`src/rtl/pc_sequencer.sv`:
```
// Fetch-stage program counter: sequential step, jump, PC-relative branch, stall,
// and call/return through a circular hardware return-address stack.
module pc_sequencer #(
    parameter int               WIDTH     = 16,
    parameter int               STEP      = 2,
    parameter int               RAS_DEPTH = 8,
    parameter logic [WIDTH-1:0] RESET_VEC = '0
) (
    input  logic                        clock,
    input  logic                        reset,
    input  logic                        stall,
    input  logic                        jump_en,
    input  logic [WIDTH-1:0]            jump_addr,
    input  logic                        branch_en,
    input  logic [WIDTH-1:0]            branch_off,
    input  logic                        call_en,
    input  logic                        ret_en,
    output logic [WIDTH-1:0]            pc,
    output logic [$clog2(RAS_DEPTH):0]  ras_count,
    output logic                        ras_overflow,
    output logic                        ras_underflow
);

    localparam int               PTR_W  = $clog2(RAS_DEPTH);
    localparam int               CNT_W  = PTR_W + 1;
    localparam logic [WIDTH-1:0] STEP_V = WIDTH'(STEP);
    localparam logic [CNT_W-1:0] FULL   = CNT_W'(RAS_DEPTH);

    typedef enum logic [2:0] {
        ACT_HOLD,
        ACT_RET,
        ACT_CALL,
        ACT_JUMP,
        ACT_BRANCH,
        ACT_SEQ
    } action_t;

    // Two's-complement offsets and the sequential step share one modulo-2^WIDTH adder form.
    function automatic logic [WIDTH-1:0] wrap_add(input logic [WIDTH-1:0] a,
                                                  input logic [WIDTH-1:0] b);
        return a + b;
    endfunction

    action_t                action;
    logic [WIDTH-1:0]       stack [RAS_DEPTH];
    logic [PTR_W-1:0]       sp;
    logic [PTR_W-1:0]       top;
    logic [PTR_W-1:0]       sp_next;
    logic [CNT_W-1:0]       count_next;
    logic [WIDTH-1:0]       pc_next;
    logic [WIDTH-1:0]       link;
    logic                   push;
    logic                   ovf_set;
    logic                   unf_set;

    // sp is the next free slot; the most recent entry sits one below it.
    assign top  = sp - PTR_W'(1);
    assign link = wrap_add(pc, STEP_V);

    always_comb begin
        action = ACT_SEQ;
        if (stall)          action = ACT_HOLD;
        else if (ret_en)    action = ACT_RET;
        else if (call_en)   action = ACT_CALL;
        else if (jump_en)   action = ACT_JUMP;
        else if (branch_en) action = ACT_BRANCH;
    end

    always_comb begin
        pc_next    = link;
        sp_next    = sp;
        count_next = ras_count;
        push       = 1'b0;
        ovf_set    = 1'b0;
        unf_set    = 1'b0;
        case (action)
            ACT_HOLD: pc_next = pc;
            ACT_RET: begin
                if (ras_count != '0) begin
                    pc_next    = stack[top];
                    sp_next    = top;
                    count_next = ras_count - CNT_W'(1);
                end else begin
                    unf_set = 1'b1;
                end
            end
            ACT_CALL: begin
                // When full, sp already points at the oldest entry, so the push overwrites it.
                push    = 1'b1;
                pc_next = jump_addr;
                sp_next = sp + PTR_W'(1);
                if (ras_count == FULL) ovf_set = 1'b1;
                else                   count_next = ras_count + CNT_W'(1);
            end
            ACT_JUMP:   pc_next = jump_addr;
            ACT_BRANCH: pc_next = wrap_add(pc, branch_off);
            default:    pc_next = link;
        endcase
    end

    always_ff @(posedge clock) begin
        if (reset) begin
            pc            <= RESET_VEC;
            sp            <= '0;
            ras_count     <= '0;
            ras_overflow  <= 1'b0;
            ras_underflow <= 1'b0;
        end else begin
            pc        <= pc_next;
            sp        <= sp_next;
            ras_count <= count_next;
            if (ovf_set) ras_overflow  <= 1'b1;
            if (unf_set) ras_underflow <= 1'b1;
        end
    end

    // Stack storage carries data only; its contents are don't-care after reset.
    always_ff @(posedge clock) begin
        if (push && !reset) stack[sp] <= link;
    end

endmodule

```
`config.mk`:
```
export PLATFORM = sky130hd
export DESIGN_NAME = pc_sequencer
export DESIGN_NICKNAME = d
export VERILOG_FILES = /design/src/rtl/pc_sequencer.sv
export SDC_FILE = /design/constraint.sdc
export NUM_CORES = 1
export LEC_CHECK = 0
export CAP_MARGIN = 5
export CORE_AREA = 2 2 124 126
export CTS_CLUSTER_DIAMETER = 60
export CTS_CLUSTER_SIZE = 30
export DETAILED_ROUTE_END_ITERATION = 8
export DIE_AREA = 0 0 126 128
export GPL_TIMING_DRIVEN = 0
export PLACE_DENSITY_LB_ADDON = 0.1
export SLEW_MARGIN = 10
export SYNTH_ARGS = -nofsm -noshare
export SYNTH_HDL_FRONTEND = slang
export SYNTH_SLANG_ARGS = --single-unit
```
`constraint.sdc`:
```
create_clock -name clock -period 3.28 [get_ports clock]
set_clock_uncertainty 0.2 [all_clocks]
set_input_delay 0.492 -clock clock [delete_from_list [all_inputs] [get_ports clock]]
set_output_delay 0.492 -clock clock [all_outputs]
set_load 0.02 [all_outputs]
```
**Word-level counts from Yosys, hierarchy flattened**

Memories as Yosys holds them, arrays and structs flattened.
Cells that the tools add are included.

- Flip-flop bits (word level): 25
- RAM bits: 128
- Input port bits: 39
- Output and inout port bits: 22
- Logic and storage cells: 46
- Memories kept: 1

Memory list:

| memory | depth | width | read ports | clocked after memory_dff | write ports | RTL line | source |
|---|---|---|---|---|---|---|---|
| stack | 8 | 16 | 1 | 0 | 1 | 45 | `logic [WIDTH-1:0] stack [RAS_DEPTH];` |

- $add $sub $neg: 6
- Equal/unequal tests: 7
- Muxes and demuxes: 19
- Reduce and logical (&&, ||, !) cells: 8

Operators by type and width:

| cell | count |
|---|---|
| $pmux W16 S4 | 1 |
| $add A16 B16 Y16 | 1 |
| $add A16 B2 Y16 const B | 1 |
| $mux W16 | 1 |
| $mux W3 | 5 |
| $mux W1 | 8 |
| $mux W4 | 2 |
| $pmux W4 S2 | 1 |
| $eq A3 B2 Y1 const B | 2 |
| $pmux W3 S2 | 1 |
| $add A4 B1 Y4 const B | 1 |
| $eq A4 B4 Y1 const B | 1 |
| $ne A2 B2 Y1 const B | 2 |
| $reduce_bool A4 Y1 | 1 |
| $sub A4 B1 Y4 const B | 1 |
| $add A3 B1 Y3 const B | 1 |
| $eq A3 B1 Y1 const B | 1 |
| $eq A3 B3 Y1 const B | 1 |
| $logic_not A3 Y1 | 1 |
| $reduce_and A3 Y1 | 1 |
| $sub A3 B1 Y3 const B | 1 |
| $reduce_and A2 Y1 | 1 |
| $reduce_bool A2 Y1 | 1 |
| $reduce_or A2 Y1 | 1 |
| other kinds (2) | 2 |

**Longest topological paths before layout**

- Depth in word-level cells: 10
- Mapped depth: 11
- Gate-level depth less buffers: 9

**Worst setup path after synthesis**

No wires, ideal clock.

- Path kind: input-to-reg
- Start point: in ret_en
- End point: mem stack[1][0] (enable)
- Library setup time: 0.409 ns
- Arrival time: 2.353 ns
- Data required time: 2.671 ns
- Setup slack: 0.318 ns
- Stages on the path: 7
- Path buffers: 1
- Path through: nor2_1 > and2_1 > buf_2 > inv_1 > nor2_1 > nand2_1 > nor3_1

- Cells in the longest elaborated chain, start to end: 7

Ends and longest elaborated chain:

| what | RTL line | source |
|---|---|---|
| from (decl) | 17 | `input logic ret_en,` |
| $mux W3 | 63 | `else if (ret_en) action = ACT_RET;` |
| $mux W3 | 62 | `if (stall) action = ACT_HOLD;` |
| $eq A3 B2 Y1 | 76 | `case (action)` |
| $mux W1 | 76 |  |
| $logic_and A1 B1 Y1 | 119 | `if (push && !reset) stack[sp] <= link;` |
| $mux W1 | 119 |  |
| $mux W1 (not written as such) | 119 |  |
| to (decl) | 45 |  |

No other way between the ends.

**Worst setup path after layout**

- Start point: reg sp[0]
- End point: reg pc[0]

- Cells in the longest elaborated chain, start to end: 4

Ends and longest elaborated chain:

| what | RTL line | source |
|---|---|---|
| from (decl) | 46 | `logic [PTR_W-1:0] sp;` |
| from (signal assigned) | 110 | `sp <= sp_next;` |
| $sub A3 B1 Y3 | 57 | `assign top = sp - PTR_W'(1);` |
| $mem_v2 Z8 W16 | - |  |
| $mux W16 | 79 | `if (ras_count != '0) begin` |
| $pmux W16 S4 | 76 |  |
| to (signal assigned) | 109 | `pc <= pc_next;` |
| to (decl) | 18 | `output logic [WIDTH-1:0] pc,` |

No other way between the ends.
A chain may end at the register's enable or synchronous reset.

==> impl_metrics.ini <==
[placement]
dpl_worst_slack_ps = -355
post-dp-hpwl_mm = 12.6
place_congestion = 0.905
numPortBuffers = 60
dpl_cell_area_mm2 = 0.00824

[setup_path]
cp-start-kind = flip-flop
required_ps = 3360
cp_cell_sequence = buf_4 -> inv_1 -> ha_1 -> buf_2 -> clkbuf_4 -> mux4_2 -> mux2_2 -> a222oi_1 -> a21oi_1
path_max_fanout = 17
cp.buffers_inverters = 4
ff2ff_path_depth = 9
cp_top_family = buffers and inverters
cpPeakStageDelay_ps = 370
cp.depth = 9
end_kind = flip-flop
crit_type = flip-flop to flip-flop
cp_slowest_cell = dfxtp_1
arrival_ps = 3140

[sta]
max_freq_mhz = 327
grt_setup_unrepaired = false
fin_ws_ps = 222
slew_headroom_pct = 43.6
final_hold_viol_count = 0
setup_viol = 0
period_share_pct = 93.2
final.setup.tns_ps = 0
worst_slew_pin_slew_ps = 840
period_minus_slack_ps = 3060
finalMaxSlewViolations = 0

[cts]
tritoncts = yes
cts_hold_buf = 0
clock_latency_ps = 420
cts_buffer_depth = 2
root_buffer = clkbuf_16
h-tree-depth = 4
cts_sinks = 153
path_clk_slew_ps = 60
cts_inserted_buffers = 17
post_cts_buffers = 0

[routing]
wl_per_cell_um = 22.2
routed_via_density = 5.95
drt_wl_total_mm = 17.6
highest_layer = met4
drt_iter0_drc = 447
dr.pass1.iters = 5
vias = 4716
drtAntennaViolNets = 0
routed-wl-met3_mm = 1.15
m1WireLength_mm = 7.72
drc = 0
dr_wl_met2_mm = 8.38

[cells_and_area]
antenna_cells = 0
finalNetCount = 652
multi_input_area_mm2 = 0.00274
drive_above_1_share_pct = 16.7
area_growth_pct = 22.7
nFillCells = 1174
final_area_mm2 = 0.00889
post-route-util_pct = 59.8
regArea_mm2 = 0.00434

[power_and_ir_drop]
leakage_nw = 3.06
p_per_area_mw_per_mm2 = 627
ir_drop_mv = 0.446

[grt]
grt-ovfl-total = 0
grt_pass1_vias = 4763
grtUsageTotal_pct = 22.7
grt_max_degree = 18
grt_first_pass_wirelength_mm = 27.1
grt_antenna_before_repair = 0

[yosys]
synth.distinct_cells = 62
async_flop_share_pct = 0
ys_seq_area_share_pct = 59.9
synth_fp_nets = 565
synth_area_per_cell_um2 = 14.4
synthCells = 504
synth_area_mm2 = 0.00725
synth_edf_count = 128
ys_warn_count = 0
synthFlopType = edfxtp_1
ys_seq_elements = 153

[die]
num_rows = 45
core_area_mm2 = 0.0149
die_h_um = 128
die_w_um = 126
pin_count = 61
start_util_pct = 48.8
die-area_mm2 = 0.0161

[outcome]
status = completed

[flow_run]
cap_violations = 0

[worst_hold_path]
min_path_cells = 2
hold_path_class = flip-flop to flip-flop
==> power breakdown <==
| group | internal, W | leakage (nW) | switching (W) | total [W] |
|---|---|---|---|---|
| combinational | 0.000530 | 1.37 | 0.000638 | 0.00117 |
| sequential | 0.00219 | 1.38 | 0.0000763 | 0.00226 |
| clock | 0.00136 | 0.316 | 0.000788 | 0.00215 |
| total | 0.00408 | 3.06 | 0.00150 | 0.00558 |
==> stage by stage <==
step / hold slack [ps] / instances / power, W
2_1_floorplan: 314 / 504 / 0.00308
3_3_place_gp: 235 / 752 / 0.00343
3_5_place_dp: 246 / 761 / 0.00346
4_1_cts: 261 / 792 / 0.00561
5_1_grt: 288 / 792 / 0.00579
6_report: 256 / 792 / 0.00558
==> layout by cell type (no fill, tap or decap), types with 8 or more instances in the layout <==
| cell type | netlist | final |
|---|---|---|
| inv_1 | 19 | 19 |
| nor2_1 | 37 | 31 |
| clkbuf_16 | 0 | 17 |
| mux4_2 | 29 | 29 |
| a221oi_1 | 16 | 16 |
| clkdlybuf4s50_1 | 0 | 60 |
| clkbuf_1 | 13 | 11 |
| o21ai_0 | 8 | 8 |
| xor2_1 | 8 | 8 |
| nand2_1 | 25 | 25 |
| dfxtp_1 | 25 | 25 |
| xnor2_1 | 20 | 20 |
| mux2i_1 | 9 | 9 |
| edfxtp_1 | 128 | 128 |
| a21oi_1 | 29 | 29 |
| nand3_1 | 11 | 11 |
| ha_1 | 20 | 20 |
==> final timing paths <==
check,start,end,slack [ps]
worst max-delay path,sp[0]$_SDFFE_PP0P_,pc[0]$_SDFFE_PP0P_,220
worst min-delay path,ras_overflow$_SDFFE_PP0P_,ras_overflow$_SDFFE_PP0P_,260
worst max register to register,sp[0]$_SDFFE_PP0P_,pc[0]$_SDFFE_PP0P_,220
worst min register to register,ras_overflow$_SDFFE_PP0P_,ras_overflow$_SDFFE_PP0P_,260
==> synthesized netlist by cell type (9+ instances only) <==
master    count  share of area (%)
edfxtp_1    128                 53
nor2_1       37                1.9
nand2_1      25                1.3
a221oi_1     16                1.9
nand3_1      11               0.76
mux4_2       29                9.0
clkbuf_1     13               0.67
inv_1        19               0.98
ha_1         20                3.5
a21oi_1      29                2.0
dfxtp_1      25                6.9
mux2i_1       9                1.2
xnor2_1      20                2.4
==> timing repair <==
item	CTS	global route
pin swaps	0	0
gates resized for setup	4	1
setup endpoints to repair	13	9
==> area by class of cell <==
type / instances / area share [%]
Multi-Input combinational cell: 308 / 30.8
Tap cell: 188 / 2.64
Buffer: 23 / 1.36
Timing Repair Buffer: 69 / 8.20
Inverter: 19 / 0.802
Sequential cell: 153 / 48.8
Clock inverter: 14 / 2.48
Clock buffer: 18 / 4.82
==> worst min-delay path, cell delays in order, from the launching register on <==
cell     delay (ps)
dfxtp_1         310
inv_1            50
a21oi_1          50
==> logic make-up after synthesis <==
group | Yosys count | share of synthesized area, %
flip-flops | 153 | 59.9
adder cells (fa/ha/maj) | 22 | 4.00
buffers and inverters | 43 | 2.64
AO/OA/AOI/OAI | 103 | 10.2
XOR/XNOR | 29 | 3.76
AND/OR/NAND/NOR | 111 | 7.79
multiplexers | 43 | 11.7
==> routing by layer <==
layer / up-vias / global-route usage [%]
li1: 2172 / -
met1: 2340 / 30.8
met2: 177 / 36.1
met3: 27 / 5.09
met4: 0 / 8.53
met5: - / 0
==> flip-flops by register name, summed over array words and instances, names as in the netlist <==
register       flops
ras_overflow       1
sp                 3
stack            128
pc                16
ras_underflow      1
ras_count          4
Power figures use the tool's default switching activity.
==> edit 1: new RTL, same settings <==
The parameter `RAS_DEPTH` goes from 8 to 4.
--- a/src/rtl/pc_sequencer.sv
+++ b/src/rtl/pc_sequencer.sv
@@ -5,3 +5,3 @@
     parameter int               STEP      = 2,
-    parameter int               RAS_DEPTH = 8,
+    parameter int               RAS_DEPTH = 4,
     parameter logic [WIDTH-1:0] RESET_VEC = '0
Ports: changed (resized ras_count); port bits go from 61 to 60. The function was not compared with the original's and may differ.
==> edit 1 against the original RTL <==
Worst setup slack better by 70 ps. Sequential cell count shrank 66. Hold slack worse by 9.7 ps. Sequential share of layout area decreased by 6.6 points. Core utilization down 22 points. Critical endpoint is now pc[13]. Via count is 31% lower. Area after synthesis decreased by 38%. Cell area fell by 37%. First-iteration DRC count is 39% lower. Non-clock buffer count is 18 lower. Largest cell class unchanged. Global-route usage shrank 6.9 points. Routed wire length is 29% lower. Power decreased by 48%.
==> edit 1: results (changes against the original RTL) <==
Critical path
  • FF-to-FF path depth: 11 (was 9)
  • CP Data Arrival Time: 3010 ps (was 3140 ps)
  • R2R Setup Slk: 290 ps (was 220 ps)
  • Worst-path fanout max: 19 (was 17)

Timing
  • Slew of the pin with the lowest slew margin: 966 ps (was 840 ps)

Yosys
  • Syn_nets: 426 (was 565)
  • EDFF count, synth: 64 (was 128)
  • Register area share after synthesis: 52.6% (was 59.9%)
  • Synth top area cells: edfxtp_1 42%, dfxtp_1 10%, mux4_2 8.0% (was edfxtp_1 53%, mux4_2 9.0%, dfxtp_1 6.9%)
  • Syn Inst Count: 365 (was 504)
  • Netlist cell types: 54 (was 62)
  • Top cells by count, synth: 64 x edfxtp_1, 23 x dfxtp_1, 23 x nor2_1 (was 128 x edfxtp_1, 37 x nor2_1, 29 x a21oi_1, 29 x mux4_2)

CTS
  • CTS H-tree depth: 3 (was 4)
  • Clk Latency, worst-skew pair: 340 ps (was 420 ps)
  • TritonCTS Buffers: 9 (was 17)

Cells and area
  • Fillers: 1461 (was 1174)
  • Fraction of layout instances using a drive strength above 1: 11.4% (was 16.7%)
  • Nets: 495 (was 652)
  • Largest registers: stack (64), pc (16), ras_count (3) (was stack (128), pc (16), ras_count (4))

Routing
  • WL per Instance: 19.8 um (was 22.2 um)
  • Vias/cell: 5.18 (was 5.95)
  • Drt first-iter violations: 274 (was 447)
  • Detailed Routing Iterations Pass 1: 5 (unchanged)

Placed design
  • Number of port buffers: 59 (was 60)
  • Routability cong.: 0.762 (was 0.905)
  • HPWL Detailed: 9.00 mm (was 12.6 mm)
  • Post-Place Cells: 612 (was 761)

Global route
  • Overall Global Routing Usage: 15.8% (was 22.7%)
  • First-pass GRT wire length: 18.9 mm (was 27.1 mm)
  • Vias in the first global route: 3258 (was 4763)

Status
  • Status: completed (unchanged)
-- edit 1: layout make-up --
cell class	instances	area share, %
Clock inverter	5	1.04
Buffer	15	1.40
Clock buffer	11	4.12
Multi-Input combinational cell	251	35.9
Sequential cell	87	42.2
Timing Repair Buffer	59	10.5
Inverter	11	0.732
Tap cell	188	4.17
-- edit 1: worst register-to-register path: stages, from the launching register on --
cell and delay (ps):
dfxtp_1 370, buf_4 240, buf_4 290, inv_1 110, ha_1 290, clkbuf_4 340, mux4_2 370, a22o_1 210
nor2_1 90, nor2_1 40, o211ai_1 240, o21ai_1 90
-- edit 1: worst max path at each step --
stage                         to   from  slack (ps)
after global placement     pc[8]  sp[0]         -40
after floorplan            pc[4]  sp[0]         660
after CTS                 pc[13]  sp[0]         110
after global routing      pc[13]  sp[0]         100
final                     pc[13]  sp[0]         290
after detailed placement   pc[8]  sp[0]         -60
-- edit 1: layer usage --
layer	vias to the layer above	GRT usage, %	wire [um]
met5	-	0	0
met4	0	5.69	246
met3	14	3.46	536
met2	79	24.9	5750
met1	1600	21.6	5880
li1	1554	-	-
-- edit 1: through the flow --
step                      worst slack (ps)  util [%]  hold slack [ps]  instance area (um^2)  power (W)
after floorplan                        656         -              281                  4530    0.00168
after global placement               -35.9      36.0              249                  5350    0.00191
after detailed placement             -59.8      36.0              246                  5350    0.00191
after CTS                              115      37.9              256                  5640    0.00292
after global routing                  98.4      38.0              274                  5640    0.00303
final                                  292      38.0              246                  5640    0.00290
-- edit 1: cells by family (layout without fill, tap and decap cells) --
| family | count (synthesis) | count (layout) | synth area share, % |
|---|---|---|---|
| adders and majority gates | 22 | 22 | 6.41 |
| AOI/OAI and AO/OA | 97 | 97 | 14.6 |
| DFF | 87 | 87 | 52.6 |
| buffers and inverters | 27 | 101 | 2.68 |
| xor gates and xnor gates | 27 | 27 | 5.22 |
| muxes | 18 | 18 | 8.43 |
| and+or+nand+nor | 87 | 87 | 10.0 |
-- edit 1: repair_timing --
| item | 4_1_cts | 5_1_grt |
|---|---|---|
| hold endpoints to repair | 0 | 0 |
| gates resized for setup | 0 | 1 |
| gates cloned | 0 | 0 |
| setup endpoints to repair | 3 | 1 |
-- edit 1: power breakdown --
part / switching [W] / internal, W
Combinational: 0.000326 / 0.000283
Clock: 0.000420 / 0.000591
Sequential: 0.0000490 / 0.00123
==> edit 2: new RTL, same flow settings <==
Without the edit above. Reset style: asynchronous (`reset`), changed in one clocked block.
--- a/src/rtl/pc_sequencer.sv
+++ b/src/rtl/pc_sequencer.sv
@@ -100,3 +100,3 @@
 
-    always_ff @(posedge clock) begin
+    always_ff @(posedge clock or posedge reset) begin
         if (reset) begin
Check against the original RTL: differs if reset is asserted again (counterexample within 4 cycles, from zero or initial values and one cycle with reset high); with reset held inactive, the same outputs for 4 cycles.
==> edit 2 against the original RTL <==
Routed wire length is 4.0% lower. Worst setup slack worse by 46 ps. Area after synthesis is 0.40% higher. Fmax is 1.5% lower. Cell area is 0.60% lower. Critical path type unchanged. Sequential cell count stayed put.
Power is not compared: it rests on default switching activity, and its combinational part moved more than twofold at a synthesized area within 25%.
==> edit 2: results (changes against the original RTL) <==
Status
  • Status: completed (unchanged)

Yosys
  • EDFF count, synth: 128 (unchanged)
  • Syn_nets: 548 (was 565)
  • Register area share after synthesis: 61.4% (was 59.9%)
  • Synth top area cells: edfxtp_1 53%, mux4_2 9.9%, dfrtp_1 8.6% (was edfxtp_1 53%, mux4_2 9.0%, dfxtp_1 6.9%)
  • Post-Synth Adder-Cell Area: 3.99% (was 4.00%)
  • Top cells by count, synth: 128 x edfxtp_1, 32 x mux4_2, 28 x a21oi_1 (was 128 x edfxtp_1, 37 x nor2_1, 29 x a21oi_1, 29 x mux4_2)
  • Synth async-reset ratio: 16.3% (was 0%)
  • Multiplexer share of the synthesized area: 12.3% (was 11.7%)
  • Share of the synthesized area in the top cell type: 52.8% (was 53.0%)
  • Netlist cell types: 56 (was 62)
  • Synth Area in Compound Gates: 9.82% (was 10.2%)
  • Xor and xnor area share after synthesis: 4.20% (was 3.76%)

Global route
  • Pin count of the biggest net entering global routing: 26 (was 18)
  • Antenna violations before repair: 0 (unchanged)
  • Overall Global Routing Usage: 22.0% (was 22.7%)
  • First-pass GRT wire length: 26.2 mm (was 27.1 mm)

Critical path
  • Worst-path fanout max: 10 (was 17)
  • CP top delay family: buffers and inverters (unchanged)
  • CP Data Arrival Time: 3180 ps (was 3140 ps)
  • Critical Path Max Stage Delay: 370 ps (about the same)
  • Slowest stage cell, crit path: dfrtp_1 (was dfxtp_1)
  • FF-to-FF path depth: 11 (was 9)

Cells and area
  • Fraction of layout instances using a drive strength above 1: 18.5% (was 16.7%)
  • Nets: 636 (was 652)

Routing
  • DR WL met3: 905 um (was 1.15 mm)
  • Via count: 4584 (was 4716)
  • Uppermost layer routed: met4 (unchanged)
  • Drt first-iter violations: 362 (was 447)
  • WL per Instance: 21.7 um (was 22.2 um)
  • Wire length on met2: 8.00 mm (was 8.38 mm)
  • Metal-1 WL: 7.57 mm (was 7.72 mm)

Placed design
  • Number of port buffers: 59 (was 60)
  • Routability cong.: 0.931 (was 0.905)
  • HPWL Detailed: 12.1 mm (was 12.6 mm)
  • Post-DP Area: 8250 um^2 (was 8240 um^2)

Power and ir drop
  • Pleak: 3.10 nW

Timing
  • Slew HR: 28.9% (was 43.6%)

Min path
  • Hold Crit Depth: 1 (was 2)

CTS
  • TritonCTS Buffers: 17 (unchanged)
[edit 2: changes by cell type in the layout (fill, tap and decap cells not counted), sizes merged, moves of 5 or more]
cell	delta
a221o	-5
a221oi	-8
dfrtp	+25
dfxtp	-25
inv	-5
nor2	-10
o21ai	+16
[edit 2: repair_timing]
action / 4_1_cts / 5_1_grt
gates resized for setup: 6 / 7
setup buffers: 0 / 0
pin swaps: 0 / 1
setup endpoints to repair: 15 / 14
[edit 2: area by class of cell]
class | count | area, um^2
flip-flops and latches | 153 | 4470
clock inverters | 11 | 97.6
clock buffers | 21 | 440
fillers | 1156 | 6020
inverters | 16 | 60.1
repair buffers | 69 | 714
well taps | 188 | 235
plain buffers | 21 | 168
multi-input cells | 297 | 2660
[edit 2: power groups by stage]
| stage | combinational (W) | sequential (W) | clock (W) |
|---|---|---|---|
| floorplan | 0.00228 | 0.00291 | 0 |
| global placement | 0.00339 | 0.00283 | 0 |
| detailed placement | 0.00348 | 0.00285 | 0 |
| CTS | 0.00354 | 0.00282 | 0.00182 |
| global route | 0.00390 | 0.00285 | 0.00189 |
| finish | 0.00358 | 0.00282 | 0.00178 |
[edit 2: stage by stage]
stage | total power, W | worst slack (ps) | instances
2_1_floorplan | 0.00520 | 78.6 | 487
3_3_place_gp | 0.00622 | -1550 | 734
3_5_place_dp | 0.00633 | -546 | 744
4_1_cts | 0.00817 | 7.12 | 776
5_1_grt | 0.00864 | 1.18 | 776
6_report | 0.00818 | 176 | 776
[edit 2: cells by family (layout without fill, tap and decap cells)]
family / count (synthesis) / in the layout
AO/OA/AOI/OAI: 106 / 106
AND/OR/NAND/NOR: 86 / 86
buffers and inverters: 37 / 138
flip-flops: 153 / 153
adder cells (fa/ha/maj): 22 / 22
XOR/XNOR: 34 / 34
multiplexers: 49 / 49
[edit 2: routing by layer]
metal | up-vias | track usage [%]
met1 | 2303 | 29.8
met5 | - | 0
met2 | 151 | 34.8
met4 | 0 | 8.47
met3 | 32 | 5.18
li1 | 2098 | -
[edit 2: worst paths after layout]
kind / from / slack, ps / to
setup / recovery: sp[0] / 180 / pc[14]
hold reg to reg: ras_underflow / 260 / ras_underflow
hold / removal: ras_underflow / 260 / ras_underflow
min in group asynchronous: reset / 480 / sp[2]
max in group asynchronous: reset / 1750 / pc[5]
setup reg to reg: sp[0] / 180 / pc[14]
